===== src/rtl/axis_pkt_arbiter.sv =====
// Packet-level round-robin arbiter: shares one AXI4-Stream output among NUM_PORTS
// sources, holding each grant from the first beat until the tlast beat is accepted.
module axis_pkt_arbiter #(
  parameter int unsigned DATA_WIDTH = 64,
  parameter int unsigned NUM_PORTS  = 4,
  parameter int unsigned ID_WIDTH   = $clog2(NUM_PORTS)
) (
  input  logic                            clk,
  input  logic                            rst_n,
  input  logic [NUM_PORTS*DATA_WIDTH-1:0] s_axis_tdata,
  input  logic [NUM_PORTS-1:0]            s_axis_tvalid,
  output logic [NUM_PORTS-1:0]            s_axis_tready,
  input  logic [NUM_PORTS-1:0]            s_axis_tlast,
  output logic [DATA_WIDTH-1:0]           m_axis_tdata,
  output logic                            m_axis_tvalid,
  input  logic                            m_axis_tready,
  output logic                            m_axis_tlast,
  output logic [ID_WIDTH-1:0]             m_axis_tid,
  output logic                            grant_valid,
  output logic [ID_WIDTH-1:0]             grant_id,
  output logic                            pkt_done
);

  localparam int unsigned CW = ID_WIDTH + 1;

  typedef enum logic {
    S_IDLE,
    S_LOCKED
  } state_t;

  state_t              state, state_d;
  logic [ID_WIDTH-1:0] grant_d;
  logic [ID_WIDTH-1:0] rr_ptr, rr_d;
  logic                pkt_done_d;
  logic [ID_WIDTH-1:0] pick;
  logic                pick_found;
  logic [CW-1:0]       scan_idx;

  // Rotating-priority scan starting at rr_ptr, wrapping modulo NUM_PORTS
  always_comb begin
    pick       = '0;
    pick_found = 1'b0;
    scan_idx   = '0;
    for (int unsigned k = 0; k < NUM_PORTS; k++) begin
      scan_idx = CW'(rr_ptr) + CW'(k);
      if (scan_idx >= CW'(NUM_PORTS)) begin
        scan_idx = scan_idx - CW'(NUM_PORTS);
      end
      if (!pick_found && s_axis_tvalid[ID_WIDTH'(scan_idx)]) begin
        pick_found = 1'b1;
        pick       = ID_WIDTH'(scan_idx);
      end
    end
  end

  // State and grant registers
  always_ff @(posedge clk or negedge rst_n) begin
    if (!rst_n) begin
      state    <= S_IDLE;
      grant_id <= '0;
      rr_ptr   <= '0;
      pkt_done <= 1'b0;
    end else begin
      state    <= state_d;
      grant_id <= grant_d;
      rr_ptr   <= rr_d;
      pkt_done <= pkt_done_d;
    end
  end

  // Next-state logic and the combinational datapath from the granted port
  always_comb begin
    state_d       = state;
    grant_d       = grant_id;
    rr_d          = rr_ptr;
    pkt_done_d    = 1'b0;
    s_axis_tready = '0;
    m_axis_tvalid = 1'b0;
    m_axis_tlast  = 1'b0;
    m_axis_tdata  = '0;
    m_axis_tid    = '0;
    case (state)
      S_IDLE: begin
        if (pick_found) begin
          grant_d = pick;
          state_d = S_LOCKED;
        end
      end
      S_LOCKED: begin
        m_axis_tvalid           = s_axis_tvalid[grant_id];
        m_axis_tlast            = s_axis_tlast[grant_id];
        m_axis_tdata            = s_axis_tdata[grant_id*DATA_WIDTH +: DATA_WIDTH];
        m_axis_tid              = grant_id;
        s_axis_tready[grant_id] = m_axis_tready;
        if (m_axis_tvalid && m_axis_tready && m_axis_tlast) begin
          state_d    = S_IDLE;
          pkt_done_d = 1'b1;
          rr_d       = (grant_id == ID_WIDTH'(NUM_PORTS - 1)) ? '0 : grant_id + ID_WIDTH'(1);
        end
      end
      default: state_d = S_IDLE;
    endcase
  end

  assign grant_valid = (state == S_LOCKED);

endmodule

===== config.mk =====
export PLATFORM = sky130hd
export DESIGN_NAME = axis_pkt_arbiter
export DESIGN_NICKNAME = d
export VERILOG_FILES = /design/src/rtl/axis_pkt_arbiter.sv
export SDC_FILE = /design/constraint.sdc
export NUM_CORES = 1
export LEC_CHECK = 0
export CAP_MARGIN = 40
export CORE_AREA = 2 2 132 134
export DETAILED_ROUTE_END_ITERATION = 12
export DIE_AREA = 0 0 134 136
export GPL_TIMING_DRIVEN = 0
export MAX_ROUTING_LAYER = met4
export SLEW_MARGIN = 20
export SYNTH_ARGS = -nofsm -noshare
export SYNTH_HDL_FRONTEND = slang
export SYNTH_SLANG_ARGS = --single-unit

===== constraint.sdc =====
create_clock -name clk -period 4.6 [get_ports clk]
set_clock_uncertainty 0.1 [all_clocks]
set_input_delay 0.46 -clock clk [delete_from_list [all_inputs] [get_ports clk]]
set_output_delay 0.46 -clock clk [all_outputs]
set_load 0.01 [all_outputs]

# Word level (Yosys, flattened, before mapping)
# Cells that the tools add are included.
# word_totals
inputBits	267
elab_cells	74
output_inout_bits	76
regBits	6
# classes
reduce_logical	11
add_sub_neg	8
n_eq_ne	1
shift	1
order_cmp	10
n_bitwise	2
mux	37
# op_table
operator	n
256-bit by 9-bit indexed part select with 64-bit output	1
64-bit two-way mux	1
2-bit two-way mux	10
1-bit two-way mux	17
2-bit by 3-bit less-than comparator with 1-bit output (second input constant)	5
1-bit binary-select mux with 2-bit select	6
3-bit greater-or-equal comparator (second input constant)	3
2-bit by 1-bit subtractor with 2-bit output (second input constant)	4
2-bit by 2-bit adder with 3-bit output (second input constant)	2
1-bit logical AND	6
4-bit bitwise AND	1
4-bit two-way mux	1
2-bit AND reduction	2
2-bit by 1-bit adder with 3-bit output (second input constant)	1
2-bit by 3-bit greater-or-equal comparator with 1-bit output (second input constant)	1
1-bit logical NOT	3
2-bit by 1-bit adder with 2-bit output (second input constant)	1
1-bit demux with 2-bit select	1
2-bit equality test (second input constant)	1
2-bit by 1-bit greater-or-equal comparator with 1-bit output (second input constant)	1
1-bit one-hot mux with 2 select lines	1
1-bit inverter	1

# Depth between registers and ports, before layout
# Gate-level depths: netlist of run 1.
# logic_depth
word_depth	16
mapped_depth	5
mapped_depth_nobuf	4

# Worst setup path after synthesis of run 1
# OpenSTA, ideal clock, no wires.
# synth_timing
path_type	flip-flop to output port
from	reg grant_id[0]
to	out m_axis_tdata[10]
stages_incl_launch_ff	5
t_required_ps	4040
t_arrival_ps	1574
path_slack_ps	2466
n_path_buf	2
cell_sequence	dfrtp_1 > buf_6 > buf_2 > mux4_2 > and2_1
# synth_via
elab_chain_len	2
# synth_rtl
item	line_no	rtl
start: declaration	20	output logic [ID_WIDTH-1:0] grant_id,
start signal: assignment	65	grant_id <= grant_d;
256-bit by 9-bit indexed part select with 64-bit output	92	m_axis_tdata = s_axis_tdata[grant_id*DATA_WIDTH +: DATA_WIDTH];
64-bit two-way mux	82	case (state)
end: declaration	14	output logic [DATA_WIDTH-1:0] m_axis_tdata,
# Every way passes these cells.

# Final worst setup path of run 1
# layout_timing
from	reg grant_id[1]
to	out m_axis_tdata[54]
# Same word-level chain as after synthesis.

==> results.toml, run 1 <==
[timing]
slew_violations = 0
fin_crit_ps = 3050
period_share_pct = 66.2
setup_tns_ps = 0
relSlewSlack_pct = 59.8
holdWs_ps = 372
worst_pin_slew_ps = 603
hold_viol = 0
finalWorstSetupSlack_ps = 1550
rsz0062_at_grt = "no"
setup_viol = 0
clock.fmax_mhz = 328

[power]
p_switching_w = 0.00105
power_leakage_nw = 2.23
finalPower_w = 0.00289
vdd_drop_max_mv = 0.235
p_int_w = 0.00184
pwr-share-comb_pct = 91.2
power.share.clock_pct = 4.8
seqPwrFrac_pct = 3.9
p_sw_share_pct = 36.3
p_per_area_nw_per_um2 = 462

[grt]
grt_max_degree = 11
grt_util_all_layers_pct = 15.8
antenna_found_initial = 2
grt-ovfl-total = 0
grt_pass1_wl_um = 21500
grt_pass1_vias = 3520

[clock_tree]
cts_buffer_depth = 2
postCtsHoldBufs = 0
root_buffer = "clkbuf_16"
clkTransAtPathRegs_ps = 30
cts_tree = "done"
ctsResizeCount = 0
clk_latency_ps = 230
post-cts-setup-buffers = 0
clkSinkCount = 6
cts.htree.levels = 1
cts_buffers = 3

[placement]
gp_congestion = 0.908
dpl_worst_slack_ps = 1750
detailed_place_hpwl_um = 13200
io_buffer_count = 342

[finish]
drive_above_1_share_pct = 15.5
finalNetCount = 814
synthToLayoutAreaGrowth_pct = 154

[die]
die_y_um = 136
die_w_um = 134
io-pin-count = 343
die_area_um2 = 18200
row_count = 48
coreArea_um2 = 16900
start_util_pct = 14.6

[logic_synthesis]
syn_inst = 196
synth_compound_gate_area_share_pct = 2.19
yosysTopAreaCellShare_pct = 60.4
synth-simple-area-share_pct = 20.4
netlist_area_um2 = 2460
synth_xor_xnor_area_share_pct = 0
synth_nets = 467
ys_ff_latch = 6
synthAdderAreaFrac_pct = 2.03
synth_most_common_cell = "and2_1"
ys.flop_type = "dfrtp_1"
synthTopCellsByCount = "and2_1 (68), mux4_2 (66), clkbuf_1 (9)"
syn_area_per_cell_um2 = 12.6
synth_warnings = 0
synthTopCellsByArea = "mux4_2 (60%), and2_1 (17%), dfrtp_1 (6.1%), buf_12 (3.3%), ha_1 (2.0%)"
async_flop_share_pct = 100
ys_types = 26
synth_edf_count = 0
synth_top_area_cell = "mux4_2"
synth_seq_area_share_pct = 6.10
synth_top_family_by_area = "multiplexers"
synthMuxAreaShare_pct = 61.7

[critical_path]
critPathKind = "reg -> out"
cp_max_fo = 10
cp.arrival_ps = 2490
start_kind = "register"
cp.required_ps = 4040
endpoint_kind = "output port"

[route]
drc = 0
wirelength_um = 15000
detail_route.iter0.violations = 97
wl_per_cell_um = 19.5
via_count = 3271
via_per_inst = 4.25
drt_pass1_iterations = 4
postRouteAntennaNets = 0

[flow_run]
cap_viol_max_count = 0

[hold_path]
hold_path_class = "in -> async"

[run_status]
status = "finished, final reports clean"
==> state kept, by name, summed over array words and instances, names as in the netlist <==
signal and cells:
grant_id 2, grant_valid 1, pkt_done 1, rr_ptr 2
==> layout by cell type, fill, tap and decap left out <==
master,count
nand4_2,1
clkbuf_16,3
ha_1,4
o31ai_1,1
o22ai_1,2
nand2b_1,2
buf_12,4
nand2_1,1
a21o_1,1
diode_2,3
buf_2,8
inv_2,1
clkbuf_1,9
inv_1,4
clkdlybuf4s50_1,342
buf_1,1
mux4_2,66
mux2i_1,2
buf_6,1
and2_1,68
nand3_1,1
and3_1,4
mux2_1,1
a21oi_1,2
nor2b_1,1
a31oi_1,1
a221o_1,1
dfrtp_1,6
nor2_1,3
==> layout make-up <==
| cell class | count | area [um2] |
|---|---|---|
| multi-input cells | 162 | 2120 |
| inverters | 5 | 18.8 |
| fillers | 1629 | 10600 |
| well taps | 225 | 282 |
| plain buffers | 23 | 169 |
| clock buffers | 3 | 75.1 |
| flip-flops and latches | 6 | 150 |
| diodes | 3 | 7.51 |
| repair buffers | 342 | 3420 |
==> stage by stage <==
step / instance area, um2 / instances / utilization (%)
4_1_cts: 6240 / 766 / 37.0
2_1_floorplan: 2460 / 196 / -
3_3_place_gp: 6170 / 763 / 36.5
5_1_grt: 6250 / 768 / 37.0
3_5_place_dp: 6170 / 763 / 36.5
6_report: 6250 / 769 / 37.0
==> per-layer routing <==
layer,routed length (um),global-route usage (%),vias to the layer above,part of all wire [%]
li1,-,-,1481,-
met1,6060,19.7,1603,40
met2,7570,26.9,173,51
met3,1170,3.21,14,7.8
met4,181,2.60,0,1.2
met5,0,-,-,0
==> worst max-delay path, cell delays in order (launching register included) <==
cell and delay, ps:
dfrtp_1 550, buf_2 340, buf_2 330, mux4_2 370
and2_1 180, clkdlybuf4s50_1 480
==> cells by family after synthesis <==
group / count (synthesis)
AO/OA/AOI/OAI: 8
adder cells (fa/ha/maj): 4
buffers and inverters: 28
flip-flops: 6
multiplexers: 69
AND/OR/NAND/NOR: 81
==> power groups by stage <==
stage / Clock (W) / Sequential (W) / Combinational (W)
finish: 0.000140 / 0.000113 / 0.00263
global route: 0.000145 / 0.000118 / 0.00281
CTS: 0.000143 / 0.000115 / 0.00268
detailed placement: 0 / 0.000115 / 0.00267
global placement: 0 / 0.000112 / 0.00266
floorplan: 0 / 0.000106 / 0.00143
==> worst paths after layout <==
path                            cells past startpoint  slack, ps          endpoint        start
min in group clk                                    2        480         rr_ptr[0]    rr_ptr[0]
max in group asynchronous                           1       3820         rr_ptr[0]        rst_n
worst min-delay path                                1        370       grant_id[1]        rst_n
worst max register to register                      5       2460         rr_ptr[1]  grant_id[1]
worst max-delay path                                5       1550  m_axis_tdata[54]  grant_id[1]
worst min register to register                      2        480         rr_ptr[0]    rr_ptr[0]
Power figures use the tool's default switching activity.
==> run 2: changes to the inputs <==
Settings changed: CORE_AREA 2 2 132 134 to 2 2 135 137, DIE_AREA 0 0 134 136 to 0 0 137 139.
Clock period 4.6 ns to 2.7 ns, I/O delays scaled along.
==> run 2 against run 1 <==
Worst hold slack worse by 180 ps. Setup slack got worse by 1500 ps. Flip-flop and latch count is the same. Clock power increased by 69%. Utilization fell by 1.4 points. Combinational power grew 73%. Die area rose by 4.5%. Critical path depth is 1 higher. First-iteration DRC count decreased by 13%. Largest cell class unchanged. Highest routed layer unchanged.
==> results.toml, run 2 (synthesis gave the netlist of run 1 again) <==
[run_status]
status = "finished, final reports clean"

[grt]
grt-ovfl-total = 0
grt_pass1_vias = 3666
grt_pass1_wl_um = 21300
grt_util_all_layers_pct = 15.0
antenna_found_initial = 2
grt_max_degree = 11

[critical_path]
slowest_delay_ps = 490
crit_top_cell = "buf_12"
cp.arrival_ps = 2240
endpoint_kind = "output port"
cp_max_fo = 10
critPathKind = "reg -> out"
cp.required_ps = 2330
slowest_stage = "mux4_2"
start_kind = "register"
timing.critical_path.cells = "buf_6, buf_12, buf_12, mux4_2, and2_1, clkdlybuf4s50_1"

[finish]
reg_top3 = "grant_id: 2 flops, rr_ptr: 2 flops"
design_area_um2 = 6290
finalNetCount = 815
final_common_cell = "clkdlybuf4s50_1"
drive_above_1_share_pct = 16.6
nFillCells = 1757
final_cell_mix = "clkdlybuf4s50_1 (339), and2_1 (68), mux4_2 (66)"
synthToLayoutAreaGrowth_pct = 156

[clock_tree]
clk_latency_ps = 220
cts.htree.levels = 1
cts_tree = "done"
clkTransAtPathRegs_ps = 30
cts_buffer_depth = 2
cts_buffers = 3
root_buffer = "clkbuf_16"
clkSinkCount = 6
postCtsHoldBufs = 0

[timing]
slew_violations = 0
worst_pin_slew_ps = 428
relSlewSlack_pct = 71.4
hold_viol = 0
finalWorstSetupSlack_ps = 91.1
fin_crit_ps = 2610
clock.fmax_mhz = 383
period_share_pct = 96.6
setup_viol = 0

[power]
p_per_area_nw_per_um2 = 792
vdd_drop_max_mv = 0.523
power_leakage_nw = 2.28

[die]
start_util_pct = 13.9
die_area_um2 = 19000
coreArea_um2 = 17700
row_count = 49
die_w_um = 137
io-pin-count = 343
die_y_um = 139

[route]
detail_route.iter0.violations = 84
wirelength_um = 14900
postRouteAntennaNets = 0
drt_pass1_iterations = 4
wl_per_cell_um = 19.3
via_per_inst = 4.22
drc = 0
via_count = 3263

[placement]
dpl_worst_slack_ps = 34.6
gp_congestion = 0.860
dpl_cell_area_um2 = 6170
io_buffer_count = 342
detailed_place_hpwl_um = 13000

[hold_path]
hold_path_class = "in -> async"

[flow_run]
cap_viol_max_count = 0
==> run 2: changes by cell type in the layout (fill, tap and decap cells not counted), sizes merged <==
cell,before,now
clkdlybuf4s50,342,339
dlymetal6s2s,0,3
clkbuf,12,19
diode,3,2
buf,14,8
==> run 2: path summary, 6_finish.rpt <==
| check | from | to | slack (ps) | cells after the start |
|---|---|---|---|---|
| worst min register to register | rr_ptr[0] | rr_ptr[0] | 490 | 2 |
| worst max register to register | grant_id[1] | rr_ptr[1] | 810 | 5 |
| min in group clk | rr_ptr[0] | rr_ptr[0] | 490 | 2 |
| max in group asynchronous | rst_n | grant_id[1] | 2070 | 1 |
| worst min-delay path | rst_n | rr_ptr[0] | 190 | 1 |
| worst max-delay path | grant_id[0] | m_axis_tdata[32] | 90 | 6 |
==> run 2: metal layers <==
metal | GRT usage (%) | vias to the layer above | share of wire [%]
met1 | 16.8 | 1579 | 37
met5 | - | - | 0
met4 | 3.31 | 0 | 1.3
met2 | 27.1 | 182 | 53
li1 | - | 1486 | -
met3 | 3.03 | 16 | 8.7
==> run 2: area by class of cell <==
cell class	count	area [um2]	share of cell area, %
Antenna cell	2	5.00	0.0795
Sequential cell	6	151	2.41
Inverter	5	18.8	0.298
Multi-Input combinational cell	162	2120	33.7
Timing Repair Buffer	343	3440	54.6
Clock buffer	3	75.1	1.19
Tap cell	229	287	4.55
Buffer	23	194	3.08
==> run 2: what timing repair did <==
action / 4_1_cts / 5_1_grt
buffers inserted: 1 / 0
endpoints found under the setup margin: 70 / 41
resized for setup: 3 / 16
==> run 2: worst max-delay path, delay by kind of cell, from the launching register on <==
family | cells | cell delay (ps)
buffers and inverters | 4 | 970
multiplexers | 1 | 490
flip-flops | 1 | 350
AND/OR/NAND/NOR | 1 | 180
==> run 2: report_power, final <==
group | switching, W | internal (W) | leakage (nW)
registers | 0.0000554 | 0.000130 | 0.0706
clock network | 0.0000467 | 0.000190 | 0.0370
logic | 0.00171 | 0.00285 | 2.17
total | 0.00182 | 0.00317 | 2.28
==> run 2: per-stage QoR <==
step	instances	power [W]	setup TNS [ps]	hold WS [ps]	util, %
after global routing	773	0.00534	-0.112	218	35.6
after CTS	771	0.00505	0	200	35.4
after global placement	767	0.00473	0	419	34.9
after floorplan	196	0.00261	0	-126	-
final	773	0.00498	0	195	35.6
after detailed placement	767	0.00477	0	439	34.9
==> run 3: changes to the inputs <==
Settings changed: CORE_AREA 2 2 135 137 to 8 8 126 128, DIE_AREA 0 0 137 139 to 0 0 134 136, SKIP_CTS_REPAIR_TIMING set to 1.
==> run 3 against run 2 <==
First-iteration DRC count grew 6.0%. Die area shrank 4.3%. Worst hold slack lost 10 ps. Critical endpoint is now m_axis_tdata[14]. Register-to-register slack gained 40 ps. Flip-flop and latch count is the same. Wire length grew 14%. Total power grew 2.1%. Setup slack gained 34 ps. Non-clock buffer count grew 6. Sequential share of layout area is essentially flat. Global-route usage grew 2.7 points. Largest power group unchanged.
==> results.toml, run 3 (synthesis gave the netlist of run 1 again) <==
[run_status]
status = "finished, final reports clean"

[clock_tree]
cts_buffer_depth = 2
cts.htree.levels = 1
root_buffer = "clkbuf_16"
clkTransAtPathRegs_ps = 30
cts_tree = "done"
cts_buffers = 3
clkSinkCount = 6
clk_latency_ps = 230

[finish]
final_cell_mix = "clkdlybuf4s50_1 (340), and2_1 (68), mux4_2 (66)"
diodes = 0
drive_above_1_share_pct = 17.7
synthToLayoutAreaGrowth_pct = 155
final_core_util_pct = 44.7
reg_top3 = "grant_id: 2 flops, rr_ptr: 2 flops"
finalNetCount = 821
final_common_cell = "clkdlybuf4s50_1"

[grt]
antenna_found_initial = 0
grt_pass1_vias = 3663
grt_max_degree = 11
grt-ovfl-total = 0
grt_pass1_wl_um = 24100
grt_util_all_layers_pct = 17.8

[timing]
slew_violations = 0
clock.fmax_mhz = 388
worst_pin_slew_ps = 398
relSlewSlack_pct = 73.5
setup_tns_ps = 0
period_share_pct = 95.4
rsz0062_at_grt = "no"
fin_crit_ps = 2570
setup_viol = 0
hold_viol = 0
holdWs_ps = 184

[power]
p_per_area_nw_per_um2 = 811
power_leakage_nw = 2.29
vdd_drop_max_mv = 0.388
finalPower_w = 0.00509

[critical_path]
cp.required_ps = 2330
ff2ff_path_depth = 5
critPathKind = "reg -> out"
timing.rr.start = "grant_id[1]"
rr_endpoint = "rr_ptr[1]"
rrSetupSlack_ps = 850
cp_max_fo = 10
cp.arrival_ps = 2200
endpoint_kind = "output port"
start_kind = "register"

[route]
detail_route.iter0.violations = 89
postRouteAntennaNets = 0
drt_pass1_iterations = 4
wl_per_cell_um = 23.2
via_count = 3310
via_per_inst = 4.52
wirelength_um = 17000
drc = 0

[placement]
gp_congestion = 0.915
io_buffer_count = 342
detailed_place_hpwl_um = 15000

[flow_run]
cap_viol_max_count = 0

[die]
start_util_pct = 17.5
die_area_um2 = 18200
io-pin-count = 343
row_count = 44
coreArea_um2 = 14000
die_y_um = 136
die_w_um = 134

[hold_path]
hold_path_class = "in -> async"
==> run 3: layer usage <==
metal / global-route usage (%) / routed length [um] / vias to the layer above
met5: - / 0 / -
met1: 20.7 / 6760 / 1657
met4: 1.25 / 57 / 0
met3: 3.14 / 1060 / 6
met2: 32.4 / 9130 / 156
li1: - / - / 1491
==> run 3: per-stage QoR <==
step | instances | setup WS (ps) | instance area, um2
floorplan | 196 | 756 | 2460
global placement | 722 | -17.4 | 6110
detailed placement | 722 | -14.8 | 6110
CTS | 725 | -259 | 6190
global route | 732 | 25.9 | 6270
finish | 732 | 125 | 6270
==> run 3: area by class of cell <==
cell class / instances / area [um2]
Inverter: 5 / 18.8
Fill cell: 1376 / 7760
Timing Repair Buffer: 349 / 3480
Tap cell: 184 / 230
Multi-Input combinational cell: 162 / 2120
Buffer: 23 / 194
Sequential cell: 6 / 153
Clock buffer: 3 / 75.1
==> run 3: worst max-delay path by stage <==
stage,from,end,slack [ps],cells past startpoint
floorplan,grant_id[0],m_axis_tdata[10],760,4
global placement,grant_valid,m_axis_tdata[2],-20,4
detailed placement,grant_valid,m_axis_tdata[2],-10,4
CTS,grant_valid,m_axis_tdata[2],-260,4
global route,grant_id[0],m_axis_tdata[14],30,5
finish,grant_id[0],m_axis_tdata[14],130,5
==> run 3: worst max-delay path, cell delays in order, from the launching register on <==
cell and delay, ps:
dfrtp_2 350, buf_6 140, clkbuf_4 270, mux4_2 520
and2_1 200, clkdlybuf4s50_1 490
==> run 3: report_power, final <==
group | internal [W] | switching, W | total (W)
logic | 0.00290 | 0.00175 | 0.00466
clock network | 0.000190 | 0.0000513 | 0.000241
registers | 0.000132 | 0.0000579 | 0.000189
